`src/rtl/rx_buffer_write_ctrl.sv`:
```
// RX slot buffer write sequencer: packs MAC bytes into words, writes them into the current slot, then reports size and commits.
// Optional macro RX_BUF_CRC_STRIP_EN: reported frame size excludes the 4-byte FCS (FCS bytes are still written).
module rx_buffer_write_ctrl #(
    parameter int data_width_p = 64,
    parameter int max_bytes_p  = 2048,
    parameter int min_bytes_p  = 14
) (
    input  logic                    clk_i,
    input  logic                    reset_n_i,
    input  logic                    rx_v_i,
    input  logic [7:0]              rx_data_i,
    input  logic                    rx_last_i,
    input  logic                    rx_error_i,
    input  logic                    write_slot_ready_and_i,
    output logic                    write_slot_v_o,
    output logic                    write_size_v_o,
    output logic [15:0]             write_size_o,
    output logic                    write_v_o,
    output logic [10:0]             write_addr_o,
    output logic [data_width_p-1:0] write_data_o,
    output logic [15:0]             drop_count_o,
    output logic                    busy_o
);
    localparam int num_lanes = data_width_p / 8;
    localparam int lane_w    = $clog2(num_lanes);
    localparam logic [11:0] max_cnt = 12'(max_bytes_p);
    localparam logic [11:0] min_cnt = 12'(min_bytes_p);

    typedef enum logic [1:0] {IDLE, RECV, DROP, COMMIT} state_t;

    state_t                  state_reg, state_next;
    logic [11:0]             byte_cnt_reg, byte_cnt_next;
    logic [data_width_p-1:0] pack_reg, pack_next;
    logic                    write_v_reg, write_v_next;
    logic [10:0]             write_addr_reg, write_addr_next;
    logic [data_width_p-1:0] write_data_reg, write_data_next;
    logic                    write_size_v_reg, write_size_v_next;
    logic [15:0]             write_size_reg, write_size_next;
    logic                    write_slot_v_reg, write_slot_v_next;
    logic [15:0]             drop_count_reg, drop_count_next;
    logic                    drop_inc;

    logic [lane_w-1:0]       lane;
    logic [data_width_p-1:0] pack_base;
    logic [data_width_p-1:0] pack_merged;
    logic [11:0]             cnt_inc;
    logic                    abort;

    // Only the RECV state has a partially filled word; a new frame always starts from an empty word in lane 0.
    assign lane      = (state_reg == RECV) ? byte_cnt_reg[lane_w-1:0] : '0;
    assign pack_base = (state_reg == RECV) ? pack_reg : '0;
    assign cnt_inc   = byte_cnt_reg + 12'd1;
    assign abort     = rx_error_i || (byte_cnt_reg == max_cnt);

    genvar gi;
    generate
        for (gi = 0; gi < num_lanes; gi++) begin : g_lane
            assign pack_merged[gi*8 +: 8] = (lane == lane_w'(gi)) ? rx_data_i : pack_base[gi*8 +: 8];
        end
    endgenerate

    always_comb begin
        state_next        = state_reg;
        byte_cnt_next     = byte_cnt_reg;
        pack_next         = pack_reg;
        write_v_next      = 1'b0;
        write_addr_next   = write_addr_reg;
        write_data_next   = write_data_reg;
        write_size_v_next = 1'b0;
        write_size_next   = write_size_reg;
        write_slot_v_next = (state_reg == COMMIT);
        drop_inc          = 1'b0;

        case (state_reg)
            IDLE: begin
                if (rx_v_i) begin
                    if (rx_last_i) begin
                        drop_inc = 1'b1;
                    end else if (!write_slot_ready_and_i || rx_error_i) begin
                        drop_inc   = 1'b1;
                        state_next = DROP;
                    end else begin
                        state_next    = RECV;
                        byte_cnt_next = 12'd1;
                        pack_next     = pack_merged;
                    end
                end
            end
            RECV: begin
                if (rx_v_i) begin
                    if (abort || (rx_last_i && (cnt_inc < min_cnt))) begin
                        drop_inc      = 1'b1;
                        pack_next     = '0;
                        byte_cnt_next = '0;
                        state_next    = rx_last_i ? IDLE : DROP;
                    end else begin
                        byte_cnt_next = cnt_inc;
                        if (rx_last_i || (lane == lane_w'(num_lanes - 1))) begin
                            write_v_next    = 1'b1;
                            write_addr_next = byte_cnt_reg[10:0] & ~11'(num_lanes - 1);
                            write_data_next = pack_merged;
                            pack_next       = '0;
                        end else begin
                            pack_next = pack_merged;
                        end
                        if (rx_last_i) begin
                            write_size_v_next = 1'b1;
`ifdef RX_BUF_CRC_STRIP_EN
                            write_size_next   = {4'd0, cnt_inc} - 16'd4;
`else
                            write_size_next   = {4'd0, cnt_inc};
`endif
                            byte_cnt_next     = '0;
                            state_next        = COMMIT;
                        end
                    end
                end
            end
            DROP: begin
                if (rx_v_i && rx_last_i) begin
                    state_next = IDLE;
                end
            end
            COMMIT: begin
                // A byte here breaks the MAC framing contract; its frame is discarded.
                state_next = IDLE;
                if (rx_v_i) begin
                    drop_inc   = 1'b1;
                    state_next = rx_last_i ? IDLE : DROP;
                end
            end
            default: state_next = IDLE;
        endcase

        drop_count_next = (drop_inc && (drop_count_reg != 16'hFFFF)) ? drop_count_reg + 16'd1
                                                                     : drop_count_reg;
    end

    always_ff @(posedge clk_i or negedge reset_n_i) begin
        if (!reset_n_i) begin
            state_reg        <= IDLE;
            byte_cnt_reg     <= '0;
            pack_reg         <= '0;
            write_v_reg      <= 1'b0;
            write_addr_reg   <= '0;
            write_data_reg   <= '0;
            write_size_v_reg <= 1'b0;
            write_size_reg   <= '0;
            write_slot_v_reg <= 1'b0;
            drop_count_reg   <= '0;
        end else begin
            state_reg        <= state_next;
            byte_cnt_reg     <= byte_cnt_next;
            pack_reg         <= pack_next;
            write_v_reg      <= write_v_next;
            write_addr_reg   <= write_addr_next;
            write_data_reg   <= write_data_next;
            write_size_v_reg <= write_size_v_next;
            write_size_reg   <= write_size_next;
            write_slot_v_reg <= write_slot_v_next;
            drop_count_reg   <= drop_count_next;
        end
    end

    assign write_slot_v_o = write_slot_v_reg;
    assign write_size_v_o = write_size_v_reg;
    assign write_size_o   = write_size_reg;
    assign write_v_o      = write_v_reg;
    assign write_addr_o   = write_addr_reg;
    assign write_data_o   = write_data_reg;
    assign drop_count_o   = drop_count_reg;
    assign busy_o         = (state_reg != IDLE);

endmodule

```
`config.mk`:
```
export PLATFORM = sky130hd
export DESIGN_NAME = rx_buffer_write_ctrl
export DESIGN_NICKNAME = d
export VERILOG_FILES = /design/src/rtl/rx_buffer_write_ctrl.sv
export SDC_FILE = /design/constraint.sdc
export NUM_CORES = 1
export LEC_CHECK = 0
export ABC_AREA = 1
export BUFFER_PORTS_ARGS = -buffer_cell sky130_fd_sc_hd__buf_4
export CORE_MARGIN = 5
export CORE_UTILIZATION = 50
export CTS_CLUSTER_DIAMETER = 200
export DETAILED_ROUTE_END_ITERATION = 6
export PLACE_DENSITY_LB_ADDON = 0.05
export SLEW_MARGIN = 20
export SYNTH_ARGS = -nofsm -noshare
export SYNTH_HDL_FRONTEND = slang
export SYNTH_SLANG_ARGS = --single-unit
```
`constraint.sdc`:
```
create_clock -name clk_i -period 2.3 [get_ports clk_i]
set_input_delay 0.46 -clock clk_i [delete_from_list [all_inputs] [get_ports clk_i]]
set_output_delay 0.46 -clock clk_i [all_outputs]
set_load 0.02 [all_outputs]
```
# Word-level counts from Yosys, hierarchy flattened
# Index checks and enable logic that the tools add are counted.
# word_totals
reg_bits	181
output_inout_bits	111
elab_cells	97
# op_classes
addsub	2
magnitude_cmp	1
n_eq_ne	18
mux	49
bitwise_logic	1
reduce_logical	16
# ops
op	count
$mux 64	7
$pmux 64 s2	1
$mux 12	6
$mux 8	8
$pmux 12 s2	1
$mux 2	9
$add 16x1->16 const B	1
$ne 16x16->1 const B	1
$mux 1	14
$add 12x1->12 const B	1
$eq 12x12->1 const B	1
$eq 3x3->1 const B	4
$lt 12x4->1 const B	1
$ne 2x2->1 const B	5
$reduce_and 5->1	2
$pmux 2 s4	1
$reduce_and 4->1	2
$eq 3x2->1 const B	2
$eq 2x2->1 const B	2
$logic_or 1x1->1	4
$reduce_bool 2->1	2
$eq 3x1->1 const B	1
$logic_and 1x1->1	3
$logic_not 3->1	1
7 further kinds	7

# Longest topological paths before layout
# Gate-level depths: netlist (run 1).
# depth
depth_word	8
mapped_depth	18

# Worst setup path before layout (run 1)
# OpenSTA, ideal clock, no wires.
# synth_path
path_kind	flip-flop to flip-flop
from	reg byte_cnt_reg[0]
to	reg write_data_reg[32], in the netlist write_data_o[32]
setup_time_ns	0.117
t_arrival_ns	2.045
path_slack_ns	0.138
stages_incl_launch_ff	15
synth_period_minus_slack_ns	2.162
path_cell_list	dfrtp_1 > ha_1 > nand2_1 > inv_2 > nand3_1 > xor2_1 > nor2_1 > nand2_2 > nand3_4 > inv_2 > nand3_4 > buf_4 > buf_2 > nand2_1 > nand2_1
# synth_between
elab_chain_cells	6
word_cells_on_any_way	13
cone_classes	1 x add/sub; 1 x order compare; 3 x eq/ne; 2 x mux; 1 x bitwise; 5 x reduce/logical
# synth_rtl
item	line_no	text
start: declaration	32	logic [11:0] byte_cnt_reg, byte_cnt_next;
start signal: assignment	153	byte_cnt_reg <= byte_cnt_next;
$add 12x1->12	52	assign cnt_inc = byte_cnt_reg + 12'd1;
$lt 12x4->1	91	if (abort || (rx_last_i && (cnt_inc < min_cnt))) begin
$logic_and 1x1->1	91	
$logic_or 1x1->1	91	
$not 1->1 (no line)	-	
$reduce_and 4->1 (no line)	-	
end signal: assignment	157	write_data_reg <= write_data_next;
end: declaration	36	logic [data_width_p-1:0] write_data_reg, write_data_next;
# Several ways; a longest one is shown, not always the timed one.
# A chain may end at the register's enable or synchronous reset.

# Worst setup path after layout (run 1)
# layout_path
from	reg byte_cnt_reg[1]
to	reg pack_reg[43]
# layout_between
elab_chain_cells	7
word_cells_on_any_way	18
cone_classes	1 x add/sub; 1 x order compare; 3 x eq/ne; 9 x mux; 4 x reduce/logical
# layout_rtl
item	line_no	text
$add 12x1->12 or $mux 3 (tied branches)	52, 50	
$lt 12x4->1 (tied with other cells)	91	
$logic_and 1x1->1 (tied with other cells)	91	
$logic_or 1x1->1 (tied with other cells)	91	
$mux 64, on equally long branches	91, 77	
$mux 64, on equally long branches	90, 76	
$pmux 64 s2 (*)	74	case (state_reg)
end signal: assignment	154	pack_reg <= pack_next;
end: declaration	33	logic [data_width_p-1:0] pack_reg, pack_next;
# Every way passes the cells marked *; elsewhere a longest branch is shown, timed or not. The select of a mux whose other input is x is not followed.

==> results.toml, run 1 <==
[die]
core_sq_um = 17100
ios = 125
start_util = 0.506
dieArea_sq_um = 20000
die_h_um = 142
num_rows = 48
die_x_um = 142

[place]
post-dp-hpwl_mm = 14.6
place_area_sq_um = 9930
pre_cts_slack_ns = -0.113
io_buffer_count = 117
globalplace.congestion = 0.825

[synthesis]
yosysWarningCount = 0
yosysSeqAreaShare = 0.523
synth-compound-area-share = 0.107
synth_seq_cells = 181
avgSynthCellArea_sq_um = 8.03
synth_cells = 1078
synth-adder-area-share = 0.00434
synth_xor_xnor_area_share = 0.0142
synth-simple-area-share = 0.286
synth_cell_types = 28
synth_top_family_by_area = "simple AND/OR/NAND/NOR gates"
synthMuxAreaShare = 0
netlist_area_sq_um = 8650

[cts]
cts-root-buf = "clkbuf_16"
clkSlewWorstSetupHoldPaths_ns = 0.07
ctsLongestPathBuffers = 2
cts_made_buffers = 17
cts.sink_count = 181
insertion_delay_ns = 0.44
cts_max_level = 4
cts_tree = "done"

[final_layout]
layout_commonest_cell = "nand2_1"
n_antenna_cell = 0
final_nets = 1216
synthToLayoutAreaGrowth_pct = 24.8
final_cell_mix = "353 x nand2_1, 179 x dfrtp_1, 172 x o21ai_0"
layout-drive-gt1-share = 0.192
design_area_sq_um = 10800

[global_route]
antenna_found_initial = 0
grt_pass1_wl_mm = 38.2
grt_max_degree = 71
grt-ovfl-total = 0
grt_pass1_vias = 7395
grt_usage = 0.234

[power]
powerDensity_nw_per_um2 = 977
ir_worst_vdd_mv = 0.597
p_leak_nw = 5.54

[timing]
final_max_slew_viol_count = 0
hold_violations = 0
min_period_ns = 2.23
clock.fmax_mhz = 449
skew_ns = 0.0209
tightest_slew_ns = 0.532
post-route-period-util = 0.968
setup_viol = 0
rsz0062_at_grt = "yes"
relSlewSlack = 0.645
fin_ws_ns = 0.0734

[critical_path]
reg2reg_depth = 14
end_kind = "flop"
worstPathRequired_ns = 2.67
critPathArrivalTime_ns = 2.59
cp_num_buf_inv = 4
path_cells = "ha_4 > nand2_4 > inv_2 > nand3_1 > xor2_1 > nor2_1 > nand2_2 > nand2_2 > buf_6 > o21ai_4 > buf_12 > clkbuf_16 > nand3_1 > nand2_1"
startpoint_type = "flop"
critical_path_peak_fanout = 13
reg2reg_from = "byte_cnt_reg[1]"
endpoint = "pack_reg[43]"
critPathKind = "reg -> reg"
cp_num_cells = 14
startpoint = "byte_cnt_reg[1]"
critical-path-top-delay-family = "simple AND/OR/NAND/NOR gates"
timing.rr.end = "pack_reg[43]"
critPathSlowestCell = "dfrtp_2"
ff2ff_setup_slack_ns = 0.07
cpPeakStageDelay_ns = 0.44

[status]
run_status = "finished, final reports clean"

[run]
cap_violations = 0

[drt]
drc = 0
drt-vias-per-instance = 5.44
drt-initial-drc-count = 714
detail-route-antenna-nets = 0
wire_per_inst_um = 16.5
vias = 7821
drt_pass1_iterations = 5
drt_wl_total_mm = 23.8

[min_path]
hp-class = "in -> reg"
==> area by class of cell <==
class / instances / area [sq um]
clock buffer: 21 / 460
clock inverter: 11 / 100
fill: 1522 / 6320
inverter: 52 / 198
multi-input combinational: 779 / 3710
sequential: 181 / 4530
tap: 225 / 282
timing repair buffer: 168 / 1520
==> stage by stage <==
stage | hold slack (ns) | power, W | setup TNS, ns | cells | utilization
finish | 0.314 | 0.0106 | 0 | 1437 | 0.631
global route | 0.310 | 0.0111 | -0.194 | 1437 | 0.631
CTS | 0.297 | 0.0103 | 0 | 1425 | 0.614
detailed placement | 0.359 | 0.00750 | -0.737 | 1392 | 0.580
global placement | 0.358 | 0.00746 | -0.0884 | 1392 | 0.580
floorplan | 0.164 | 0.00611 | 0 | 1084 | -
==> cell families after synthesis <==
logic type                 count (synthesis)
adders and majority gates                  3
buffers and inverters                    124
DFF                                      181
other                                      1
and+or+nand+nor                          571
xor gates and xnor gates                  14
AOI/OAI and AO/OA                        184
==> repair_timing <==
item / in CTS / in global routing
hold buffers: 1 / 0
gates cloned: 0 / 6
endpoints found under the hold margin: 25 / 0
buffers inserted: 0 / 6
pin swaps: 0 / 9
setup endpoints to repair: 11 / 164
resized for setup: 1 / 26
==> synth_stat cells <==
master     number  area [sq um]
buf_1           4          15.0
nand2_2         2          12.5
o21ai_0       172           861
buf_2          13          65.1
buf_4          13          97.6
nor2_4          2          22.5
a31oi_1         2          12.5
inv_1          47           176
dfrtp_1       181          4530
xor2_1          8          70.1
nor2_8          1          20.0
clkbuf_1       38           143
nand3_2         2          20.0
nand3_4         2          35.0
inv_2           5          18.8
nand2_1       357          1340
nor3_1          9          45.0
a21oi_1         5          25.0
nand4_1        26           163
a2bb2oi_1       1          8.76
buf_6           4          45.0
o22ai_1         1          6.26
conb_1          1          3.75
xnor2_1         6          52.6
o21ai_1         3          15.0
nand3_1       141           706
nor2_1         29           109
ha_1            3          37.5
==> power by group <==
| part | internal [W] | switching, W | total, W |
|---|---|---|---|
| Combinational | 0.00132 | 0.00225 | 0.00358 |
| Clock | 0.00155 | 0.00125 | 0.00280 |
| Sequential | 0.00379 | 0.000384 | 0.00418 |
==> per-layer routing <==
metal | part of all wire | wire (um) | global-route usage
met4 | 0.014 | 336 | 0.0581
met2 | 0.47 | 11300 | 0.364
met5 | 0 | 0 | 0
met1 | 0.45 | 10700 | 0.340
met3 | 0.060 | 1420 | 0.0458
==> how the worst min path moves through the flow <==
stage,startpoint,endpoint,cells past startpoint,slack [ns]
after floorplan,reset_n_i,byte_cnt_reg[0],0,0.16
after global placement,reset_n_i,write_size_o[11],1,0.36
after detailed placement,reset_n_i,write_size_o[10],1,0.36
after CTS,rx_v_i,byte_cnt_reg[0],2,0.30
after global routing,rx_v_i,byte_cnt_reg[0],2,0.31
final,rx_v_i,byte_cnt_reg[0],2,0.31
Power figures use the tool's default switching activity.
==> run 2: changes to the inputs <==
Settings changed: CTS_BUF_LIST set to sky130_fd_sc_hd__clkbuf_4.
==> run 2 against run 1 <==
  * Total power decreased by 11%
  * Register-to-register slack improved by 0.05 ns
  * Largest power group unchanged
  * Core utilization decreased by 1.7 points
  * First-iteration DRC count decreased by 3.9%
  * Highest routed layer unchanged
  * Wire length decreased by 0.34%
  * Fmax increased by 2.5%
  * Flip-flop and latch count unchanged
  * Critical path depth increased by 2
  * Non-clock buffer count decreased by 1
==> results.toml, run 2 (synthesis results as in run 1) <==
[drt]
vias = 7816
detail-route-antenna-nets = 0
drt_pass1_iterations = 5
drt-vias-per-instance = 5.44
wire_per_inst_um = 16.5
drc = 0
drt-initial-drc-count = 686
drt_wl_total_mm = 23.7

[critical_path]
path_common_cell = "nand2_1"
worstPathRequired_ns = 2.79
end_kind = "flop"
reg2reg_from = "byte_cnt_reg[1]"
cp_num_buf_inv = 3
cpPeakStageDelay_ns = 0.47
critPathKind = "reg -> reg"
path_cells = "ha_4 > nand2_4 > nor2_4 > nand2_1 > nand2_1 > nand2_1 > nand3_1 > nor2_1 > nand2_2 > nand2_2 > buf_6 > o21ai_4 > buf_12 > clkbuf_16 > nand3_1 > nand2_1"
startpoint_type = "flop"
critical-path-top-delay-family = "simple AND/OR/NAND/NOR gates"
critical_path_peak_fanout = 8
critPathArrivalTime_ns = 2.66
startpoint = "byte_cnt_reg[1]"
critPathSlowestCell = "dfrtp_2"

[status]
run_status = "finished, final reports clean"

[timing]
tns_ns = 0
rsz0062_at_grt = "yes"
hold_violations = 0
relSlewSlack = 0.636
post-route-period-util = 0.945
fin_ws_ns = 0.127
final_max_slew_viol_count = 0
min_period_ns = 2.17
setup_viol = 0
tightest_slew_ns = 0.545
skew_ns = 0.0285
clock.fmax_mhz = 460

[place]
globalplace.congestion = 0.825
io_buffer_count = 117
post-dp-hpwl_mm = 14.6
place_area_sq_um = 9930
pre_cts_slack_ns = -0.113

[final_layout]
fin_util = 0.614
synthToLayoutAreaGrowth_pct = 21.4
multi_input_area_sq_um = 3720
layout-drive-gt1-share = 0.194
seqCellArea_sq_um = 4530
fill_cells = 1574
final_nets = 1215
final_cell_mix = "351 x nand2_1, 179 x dfrtp_1, 172 x o21ai_0"
design_area_sq_um = 10500
layout_commonest_cell = "nand2_1"

[min_path]
hp-class = "in -> reg"
min_from = "rx_v_i"

[global_route]
grt_max_degree = 71
met1_usage = 0.338
grt_pass1_vias = 7337
use_met3 = 0.0418
grt_usage = 0.233
grt-ovfl-total = 0
busiest_layer = "met2"
grt_pass1_wl_mm = 38.0
antenna_found_initial = 1
grt_util_met2 = 0.363

[power]
power.internal_w = 0.00567
switching_share = 0.398
p_sw_w = 0.00375
powerDensity_nw_per_um2 = 897
p_clk_frac = 0.178
p_leak_nw = 5.40
combPwrFrac = 0.380
seqPwrFrac = 0.442
finalPower_w = 0.00942
ir_worst_vdd_mv = 0.547

[cts]
clkSlewWorstSetupHoldPaths_ns = 0.13
ctsLongestPathBuffers = 2
insertion_delay_ns = 0.60
cts_made_buffers = 17
cts.sink_count = 181
cts_max_level = 4
cts-root-buf = "clkbuf_4"
cts_tree = "done"

[die]
core_sq_um = 17100
ios = 125
die_x_um = 142
num_rows = 48
dieArea_sq_um = 20000
die_h_um = 142
start_util = 0.506

[run]
cap_violations = 0
run 2: cell types whose count changed in the layout (fill, tap and decap cells not counted), sizes merged:
| cell | previous run | this run |
|---|---|---|
| buf | 162 | 161 |
| clkbuf | 26 | 24 |
| clkinv | 6 | 8 |
| diode | 0 | 1 |
run 2: layer usage:
| layer | routed length (um) | vias to the layer above |
|---|---|---|
| met2 | 11400 | 254 |
| met3 | 1430 | 30 |
| li1 | - | 3791 |
| met5 | 0 | - |
| met1 | 10600 | 3741 |
| met4 | 294 | 0 |
run 2: cell type report:
class	instances	share of cell area
inverter	52	0.0193
clock buffer	19	0.0136
tap	225	0.0268
multi-input combinational	779	0.354
antenna	1	0.000238
sequential	181	0.431
timing repair buffer	167	0.144
clock inverter	13	0.0102
run 2: final timing paths:
check / end / slack, ns / cells past startpoint
worst max register to register: pack_reg[48] / 0.13 / 16
worst min register to register: write_size_o[4] / 0.49 / 2
worst max-delay path: pack_reg[48] / 0.13 / 16
worst min-delay path: byte_cnt_reg[0] / 0.15 / 2
min in group asynchronous: write_size_o[10] / 0.28 / 2
max in group asynchronous: pack_reg[57] / 1.33 / 3
run 2: through the flow:
stage               hold slack, ns  instances
finish                       0.149       1437
global route                 0.126       1437
CTS                          0.124       1425
detailed placement           0.359       1392
global placement             0.358       1392
floorplan                    0.164       1084
run 2: repair_timing:
item                                    CTS  global route
buffers inserted                          0             4
hold buffers                              1             0
gates resized for setup                   1            31
gates cloned                              0             7
endpoints found under the setup margin   11           164
pin swaps                                 0             4
endpoints found under the hold margin    25             0
run 2: power by group through the flow:
stage          clock [W]  combinational [W]  sequential, W
6_report         0.00168            0.00358        0.00416
5_1_grt          0.00184            0.00388        0.00425
4_1_cts          0.00170            0.00329        0.00416
3_5_place_dp           0            0.00328        0.00422
3_3_place_gp           0            0.00326        0.00420
2_1_floorplan          0            0.00150        0.00461
==> run 3: changes to the inputs <==
Settings changed: CORE_MARGIN 5 to 1.5, CTS_CLUSTER_SIZE set to 12, TNS_END_PERCENT set to 20.
==> run 3 against run 2 <==
  * Critical path depth stayed put
  * Clock skew is 0.010 ns lower
  * First-iteration DRC count is 7.6% lower
  * Design area is 0.44% higher
  * Die area is 9.6% lower
  * Cell count hardly changed
  * Wire length is 1.4% lower
  * Global-route usage is 1.8 points higher
  * Worst setup slack worse by 0.045 ns
==> results.toml, run 3 (synthesis results as in run 1) <==
[status]
run_status = "finished, final reports clean"

[critical_path]
reg2reg_from = "byte_cnt_reg[0]"
reg2reg_depth = 16
critPathSlowestCell = "dfrtp_1"
critPathKind = "reg -> reg"
critical-path-top-delay-family = "simple AND/OR/NAND/NOR gates"
path_cells = "ha_2 > nand2_2 > nor2_2 > nand2_1 > nand2_1 > nand2_2 > nand3_2 > nor2_2 > nand2_2 > nand2_2 > buf_6 > o21ai_4 > buf_12 > clkbuf_16 > nand3_1 > nand2_1"
startpoint_type = "flop"
path_common_cell = "nand2_2"
critPathArrivalTime_ns = 2.73
ff2ff_setup_slack_ns = 0.08
end_kind = "flop"
cp_num_cells = 16
cpPeakStageDelay_ns = 0.41
critical_path_peak_fanout = 8
cp_num_buf_inv = 3
timing.rr.end = "pack_reg[41]"
worstPathRequired_ns = 2.81

[die]
die_x_um = 135
start_util = 0.516
die_h_um = 135
core_sq_um = 16800
ios = 125
num_rows = 47
dieArea_sq_um = 18100

[timing]
skew_ns = 0.0185
final_max_slew_viol_count = 0
relSlewSlack = 0.652
rsz0062_at_grt = "yes"
setup_viol = 0
fin_ws_ns = 0.0821
hold_violations = 0
tightest_slew_ns = 0.521
clock.fmax_mhz = 451
min_period_ns = 2.22
post-route-period-util = 0.964

[final_layout]
layout_commonest_cell = "nand2_1"
stdcell_count = 1436
final_nets = 1219
multi_input_area_sq_um = 3680
layout-drive-gt1-share = 0.193
final_cell_mix = "349 x nand2_1, 180 x dfrtp_1, 166 x o21ai_0"
fin_util = 0.630
synthToLayoutAreaGrowth_pct = 21.9
seqCellArea_sq_um = 4530
fill_cells = 1521

[min_path]
hp-class = "in -> reg"
min_from = "rx_v_i"
whs_path_depth = 2
min_to = "byte_cnt_reg[0]"

[cts]
cts_made_buffers = 17
ctsLongestPathBuffers = 2
cts.sink_count = 181
cts_max_level = 4
cts-root-buf = "clkbuf_4"
insertion_delay_ns = 0.57
clkSlewWorstSetupHoldPaths_ns = 0.14
cts_tree = "done"

[drt]
wire_per_inst_um = 16.3
drc = 0
drt_pass1_iterations = 5
vias = 7916
detail-route-antenna-nets = 0
drt-initial-drc-count = 634
drt-vias-per-instance = 5.51
drt_wl_total_mm = 23.4

[global_route]
grt-ovfl-total = 0
grt_pass1_wl_mm = 36.3
grt_pass1_vias = 7049
antenna_found_initial = 1
grt_max_degree = 44
grt_usage = 0.252

[place]
pre_cts_slack_ns = -0.133
post-dp-hpwl_mm = 14.6
io_buffer_count = 117
placed_cells = 1390
globalplace.congestion = 0.848

[power]
ir_worst_vdd_mv = 0.496
powerDensity_nw_per_um2 = 920
finalPower_w = 0.00971
p_leak_nw = 5.44

[run]
cap_violations = 0
## run 3: changes by cell type in the layout (fill, tap and decap cells not counted), sizes merged
cell and delta:
buf +3, bufinv +3, clkinv -1, clkinvlp -1
## run 3: area by class of cell
class                   instances  share of cell area
repair buffers                171               0.147
multi-input cells             779               0.349
diodes                          1            0.000237
inverters                      52              0.0192
well taps                     220              0.0261
clock buffers                  18              0.0128
flip-flops and latches        181               0.429
clock inverters                14              0.0172
## run 3: per-stage QoR
step                cell area [sq um]  hold slack [ns]  TNS, ns
finish                          10600            0.164        0
global route                    10600            0.121    -1.20
CTS                             10300            0.112        0
detailed placement               9920            0.393   -0.859
global placement                 9920            0.395   -0.249
floorplan                        8680            0.164        0
## run 3: worst max path at each step
stage,startpoint,to
2_1_floorplan,byte_cnt_reg[0],write_data_o[32]
5_1_grt,byte_cnt_reg[0],pack_reg[45]
6_report,byte_cnt_reg[0],pack_reg[41]
4_1_cts,byte_cnt_reg[0],write_data_o[32]
3_5_place_dp,byte_cnt_reg[0],byte_cnt_reg[8]
3_3_place_gp,byte_cnt_reg[0],byte_cnt_reg[8]
## run 3: report_power, final
part	switching, W	internal [W]
Sequential	0.000378	0.00378
Combinational	0.00223	0.00132
Clock	0.00112	0.000869
Total	0.00374	0.00597
## run 3: per-layer routing
layer  up-vias  part of all wire  GRT usage
met5         -                 0          0
met3        22             0.054     0.0387
met4         0             0.012     0.0771
li1       3789                 -          -
met2       275              0.48      0.394
met1      3830              0.46      0.363
## run 3: what timing repair did
item | 4_1_cts | 5_1_grt
gates cloned | 0 | 8
endpoints found under the hold margin | 32 | 0
endpoints found under the setup margin | 11 | 163
gates resized for setup | 1 | 31
setup buffers | 0 | 4
pin swaps | 0 | 5
hold buffers | 1 | 0
## run 3: worst reg2reg max path, delay by kind of cell (launching register included)
kind                     cells  cell delay [ns]
AO/OA/AOI/OAI                1             0.16
adder cells (fa/ha/maj)      1             0.22
buffers and inverters        3             0.49
flip-flops                   1             0.41
AND/OR/NAND/NOR             11             0.89
